--- src/rtl/demux_pkg.sv ---
// demux_pkg: shared helpers for the 1:N stream demultiplexer.
package demux_pkg;

    function automatic int sel_width(input int n);
        return (n > 1) ? $clog2(n) : 1;
    endfunction

    function automatic logic sel_legal(input int unsigned sel, input int unsigned n);
        return sel < n;
    endfunction

endpackage

--- src/rtl/demux_slot.sv ---
// demux_slot: one-entry valid/ready holding register for a single output channel.
module demux_slot #(
    parameter int WIDTH = 8
) (
    input  logic             clk,
    input  logic             rst_n,
    input  logic             load,
    input  logic [WIDTH-1:0] d,
    output logic [WIDTH-1:0] q,
    output logic             valid,
    input  logic             ready,
    output logic             free
);

    assign free = !valid || ready;

    // load wins over drain so a draining slot can refill in the same cycle
    always_ff @(posedge clk or negedge rst_n) begin
        if (!rst_n) begin
            q     <= '0;
            valid <= 1'b0;
        end else if (load) begin
            q     <= d;
            valid <= 1'b1;
        end else if (ready) begin
            valid <= 1'b0;
        end
    end

endmodule

--- src/rtl/demux_stream_1n.sv ---
// demux_stream_1n: 1:N stream demultiplexer with broadcast, registered outputs
// and a saturating counter of beats dropped for an out-of-range select.
module demux_stream_1n
    import demux_pkg::*;
#(
    parameter int WIDTH = 8,
    parameter int N_OUT = 4,
    parameter int CNT_W = 16,
    localparam int SEL_W = sel_width(N_OUT)
) (
    input  logic                   clk,
    input  logic                   rst_n,
    input  logic                   in_valid,
    output logic                   in_ready,
    input  logic [WIDTH-1:0]       in_data,
    input  logic [SEL_W-1:0]       in_sel,
    input  logic                   bcast,
    output logic [N_OUT-1:0]       out_valid,
    input  logic [N_OUT-1:0]       out_ready,
    output logic [N_OUT*WIDTH-1:0] out_data,
    output logic                   err_sel,
    output logic [CNT_W-1:0]       drop_cnt
);

    logic [N_OUT-1:0] hit;
    logic [N_OUT-1:0] free;
    logic             legal;
    logic             drop;

    always_comb begin
        hit = '0;
        for (int k = 0; k < N_OUT; k++) hit[k] = bcast || (32'(in_sel) == k);
    end

    assign legal    = sel_legal(32'(in_sel), N_OUT);
    assign in_ready = bcast ? &free : legal ? |(free & hit) : 1'b1;
    assign drop     = in_valid && !bcast && !legal;

    for (genvar k = 0; k < N_OUT; k++) begin : g_slot
        demux_slot #(.WIDTH(WIDTH)) u_slot (
            .clk   (clk),
            .rst_n (rst_n),
            .load  (in_valid && in_ready && hit[k]),
            .d     (in_data),
            .q     (out_data[k*WIDTH +: WIDTH]),
            .valid (out_valid[k]),
            .ready (out_ready[k]),
            .free  (free[k])
        );
    end

    always_ff @(posedge clk or negedge rst_n) begin
        if (!rst_n) begin
            err_sel  <= 1'b0;
            drop_cnt <= '0;
        end else begin
            err_sel <= drop;
            if (drop && !(&drop_cnt)) drop_cnt <= drop_cnt + 1'b1;
        end
    end

endmodule
--- config.mk ---
export PLATFORM = sky130hd
export DESIGN_NAME = demux_stream_1n
export DESIGN_NICKNAME = d
export VERILOG_FILES = /design/src/rtl/demux_pkg.sv /design/src/rtl/demux_slot.sv /design/src/rtl/demux_stream_1n.sv
export SDC_FILE = /design/constraint.sdc
export NUM_CORES = 1
export LEC_CHECK = 0
export CAP_MARGIN = 10
export CELL_PAD_IN_SITES_DETAIL_PLACEMENT = 0
export CELL_PAD_IN_SITES_GLOBAL_PLACEMENT = 1
export CORE_MARGIN = 1.5
export CORE_UTILIZATION = 35
export CTS_CLUSTER_SIZE = 10
export DETAILED_ROUTE_END_ITERATION = 8
export PLACE_DENSITY = 0.83
export RECOVER_POWER = 25
export SLEW_MARGIN = 15
export SYNTH_ARGS = -nofsm -noshare
export SYNTH_HDL_FRONTEND = slang
export SYNTH_SLANG_ARGS = --single-unit
--- constraint.sdc ---
create_clock -name clk -period 4.65 [get_ports clk]
set_input_delay 1.395 -clock clk [delete_from_list [all_inputs] [get_ports clk]]
set_output_delay 1.395 -clock clk [all_outputs]
set_load 0.01 [all_outputs]
After elaboration in Yosys (flattened, before gate mapping)
Index checks and enable logic that the tools add are counted.

Memory bits (read-only): 0. Bits of input ports: 18. Register bits after elaboration: 36. Bits in latches: 0. Memories: 0. Output and inout port bits: 54. Word-level logic and storage cells: 45. Memory bits (writable): 0.

Add/subtract/negate cells: 0. Magnitude comparators: 0. Reductions and logical operators: 24. Shifts and indexed selects: 0. Eq/ne operators: 3. Multipliers: 0. Div/mod/pow operators: 0. Multiplexer cells: 9. Bitwise logic cells: 1.

Operators with widths (number): $mux W1 (9); $logic_or A1 B1 Y1 (8); $reduce_bool A2 Y1 (4); $logic_and A1 B1 Y1 (5); $and A4 B4 Y4 (1); $eq A2 B2 Y1 const B (2); $logic_not A1 Y1 (4); $reduce_and A4 Y1 (1); $reduce_or A4 Y1 (1); $eq A2 B1 Y1 const B (1); $logic_not A2 Y1 (1).

Logic depth before layout (Yosys ltp)
Word-level depth: 8. Mapped depth: 6.

Cells and area by module
A second synthesis with hierarchy kept.

Cells, all modules: 117. Area, all modules: 1756.7 um^2.

By module, submodules not included: demux_slot (times used 4, cells each 20, sequential area each 225.2 um^2, area each 369.1 um^2); demux_stream_1n (times used 1, cells each 37, sequential area each 0.0 um^2, area each 280.3 um^2).

Least setup slack after synthesis
No wires, ideal clock.

Kind: input-to-output. From: in bcast. To: out in_ready. Slack: 0.882 ns. Path buffers: 1. Arrival: 2.373 ns. Stages on the path: 5. Cells stage by stage: buf_6 > a21o_2 > nand2_2 > a41oi_4 > or2_2.

Word-level cells in the longest chain between the ends: 4.

RTL lines: start, declared (RTL line demux_stream_1n.sv:17) `input logic bcast,`; $logic_or A1 B1 Y1 (RTL line demux_stream_1n.sv:32) `for (int k = 0; k < N_OUT; k++) hit[k] = bcast || (32'(in_sel) == k);`; $and A4 B4 Y4 (RTL line demux_stream_1n.sv:36) `assign in_ready = bcast ? &free : legal ? |(free & hit) : 1'b1;`; $reduce_or A4 Y1 (RTL line demux_stream_1n.sv:36); $mux W1 (*) (RTL line demux_stream_1n.sv:36); end, declared (RTL line demux_stream_1n.sv:14) `output logic in_ready,`.

Every way passes the cells marked *; elsewhere a longest branch is shown, timed or not.

Worst setup path after layout
From: in in_sel[1]. To: out in_ready.

Word-level cells in the longest chain between the ends: 5.

RTL lines: start, declared (RTL line demux_stream_1n.sv:16) `input logic [SEL_W-1:0] in_sel,`; $eq A2 B1 Y1, or another cell as far along (RTL line demux_stream_1n.sv:32); $logic_or A1 B1 Y1 (RTL line demux_stream_1n.sv:32); $and A4 B4 Y4 (*) (RTL line demux_stream_1n.sv:36); $reduce_or A4 Y1 (*) (RTL line demux_stream_1n.sv:36); $mux W1 (*) (RTL line demux_stream_1n.sv:36).

Marked as above.

==> summary.md <==
| Metric | Value |
|---|---|
| Final hold vios | 0 |
| Clock slew seen by the registers of the worst setup and hold paths | 0.06 ns |
| Max-cap violation count | 1 |
| P_int | 724 uW |
| Reg2Reg Depth | 6 |
| Sequential-to-total area share from yosys stat | 0.531 |
| Seq. cell area | 901 um2 |
| Multi-input logic area | 688 um2 |
| Htree depth | 2 |
| Yosys cell types | 23 |
| CTS Buf Count | 5 |
| Sw frac | 0.278 |
| Fillers | 426 |
| Vias in the first global route | 1145 |
| Crit-path max FO | 4 |
| Clock root buffer | clkbuf_8 |
| DR pass1 iterations | 4 |
| GP Congestion | 0.707 |
| Failing checks | capacitance limit, slew limit |
| CTS tree | yes |
| Synth Warn # | 0 |
| Clock buffer depth | 2 |
| Max Transition Viols Final | 37 |
| Critical Path End Type | output pin |
| Worst slew margin | -0.278 |
| Maximum clock frequency | 0.232 GHz |
| Global-route wire length before repair | 5850 um |
| Largest net degree at the start of global routing | 37 |
| # diodes | 0 |
| Fin crit period | 4.30 ns |
| Initial antenna violation count | 0 |
| Commonest non-fill, non-tap cell in the layout | clkdlybuf4s50_1 |
| Sw power | 279 uW |
| Total track usage | 0.150 |
| RSZ-0062 raised after global routing | false |
| Power Dens Cells | 433 mW/mm2 |
| Die Width | 72.7 um |
| Num rows | 25 |
| CTS Sinks | 36 |
| Routed Antenna Nets | 0 |
| Status | finished with violations |
| Nets@finish | 192 |
| Worst EP required | 3.25 ns |
| Full die area | 0.00528 mm2 |
| Final setup vio count | 0 |
| Syn Area/Cell | 14.8 um2 |
| Final cell count without fillers | 229 |
| Drt wl/cell | 15.7 um |
| Post-Route WL | 3600 um |
| Cells after Synth | 115 |
| Combinational share of power | 0.352 |
| Worst-Margin Slew | 1.92 ns |
| Hold path depth | 1 |
| Worst EP arrival | 2.91 ns |
| Fin crit share | 0.925 |
| Most frequent cells in the layout | clkdlybuf4s50_1, dfrtp_1, mux2_2 |
| CP startpoint | in_sel[1] |
| FF+latch count, synth | 36 |
| Crit path launch type | primary input |
| Max VDD drop | 238 uV |
| # DRC | 0 |
| Area Overhead vs Synth | 36.4% |
| I/O Buffers | 54 |
| Layout cells sized above 1 | 0.309 |
| Initial Util | 0.362 |
| Grt total ovfl | 0 |
| I/O Pins | 72 |
| Clk_lat worst skew | 0.28 ns |
| DRT iter0 DRCs | 26 |
| Launching point of the worst reg2reg path | g_slot[1].u_slot.valid |
| Worst hold start | g_slot[0].u_slot.q[2] |
| Routed vias | 1095 |
| Clk pwr share | 0.221 |
| Detailed placer's ending HPWL | 2620 um |
| Total Neg Setup Slack | 0 ns |
| Placed insts | 221 |
| Seq pwr share | 0.427 |
| Layout Skew | 0.00845 ns |
| Cell Area, Synth | 0.00170 mm2 |
| Worst min path class | register to register |
| CORE AREA | 0.00469 mm2 |
| Routed vias/inst | 4.78 |
| Kind of critical path | primary input to output pin |
| Die Ht | 72.7 um |
| Leak Pwr | 1.00 nW |
-- per-layer routing --
layer	share of wire	vias to the layer above	track usage
met1	0.39	552	0.167
met4	0.0094	0	0.0461
met5	0	-	0
li1	-	485	-
met2	0.51	54	0.256
met3	0.091	4	0.0677
-- synthesized netlist by cell type (all sizes together) --
master	count	share of area
nand2b	2	0.0074
nand3	1	0.0029
o21ai	2	0.0081
or2b	2	0.0096
mux2	32	0.22
or2	1	0.0037
o211ai	1	0.013
a41oi	1	0.016
and2b	1	0.0059
nor2	2	0.0059
o221ai	3	0.046
dfrtp	36	0.53
nor2b	1	0.0081
conb	1	0.0022
nand2	6	0.015
a21o	1	0.0052
buf	22	0.099
-- worst paths after layout --
check	endpoint	slack, ns
max	in_ready	0.35
min	g_slot[0].u_slot.q[2]	0.51
max reg2reg	g_slot[0].u_slot.q[0]	2.61
min reg2reg	g_slot[0].u_slot.q[2]	0.51
max in group asynchronous	g_slot[0].u_slot.q[1]	1.36
min in group asynchronous	g_slot[0].u_slot.q[5]	2.18
-- power by group through the flow --
stage | Clock [mW] | Sequential, mW | Combinational (mW)
after CTS | 0.232 | 0.429 | 0.359
after global placement | 0 | 0.428 | 0.351
after floorplan | 0 | 0.462 | 0.136
after detailed placement | 0 | 0.433 | 0.358
after global routing | 0.247 | 0.439 | 0.378
final | 0.222 | 0.428 | 0.353
-- kinds of logic (layout without fill, tap and decap cells) --
| family | Yosys count | count (layout) | share of synthesized area |
|---|---|---|---|
| buf+inv | 22 | 66 | 0.0995 |
| mux | 32 | 32 | 0.221 |
| simple gates | 16 | 16 | 0.0582 |
| compound gates | 8 | 8 | 0.0884 |
| flops | 36 | 36 | 0.531 |
| other cells | 1 | 17 | 0.00221 |
-- critical path, cell delays in order --
cell,delay [ns]
clkdlybuf4s50_1,0.53
and2b_4,0.23
o21ai_2,0.16
a41oi_4,0.13
or2_2,0.28
dlymetal6s2s_1,0.17
-- sequential cells by signal (all words and copies together), names as in the netlist --
signal and count:
g_slot.u_slot.valid 4, g_slot.u_slot.q 32
-- stage by stage --
| stage | total power [mW] | cell area, um2 | setup slack [ns] | util | hold slack (ns) |
|---|---|---|---|---|---|
| final | 1.00 | 2320 | 0.347 | 0.494 | 0.507 |
| after global routing | 1.06 | 2320 | 0.285 | 0.494 | 0.531 |
| after CTS | 1.02 | 2320 | 0.0327 | 0.494 | 0.511 |
| after detailed placement | 0.790 | 2230 | 0.0362 | 0.475 | 0.494 |
| after global placement | 0.779 | 2230 | 0.113 | 0.475 | 0.489 |
| after floorplan | 0.598 | 1760 | 0.882 | - | 0.483 |
-- cell type report --
type,instances,area share
Clock buffer,8,0.0389
Multi-Input combinational cell,73,0.297
Sequential cell,36,0.389
Tap cell,54,0.0292
Timing Repair Buffer,58,0.246
-- timing repair --
item | CTS | global route
endpoints found under the hold margin | 0 | 0
buffers inserted | 0 | 0
endpoints found under the setup margin | 0 | 1
resized for setup | 0 | 1
hold buffers | 0 | 0
Power figures use the tool's default switching activity.
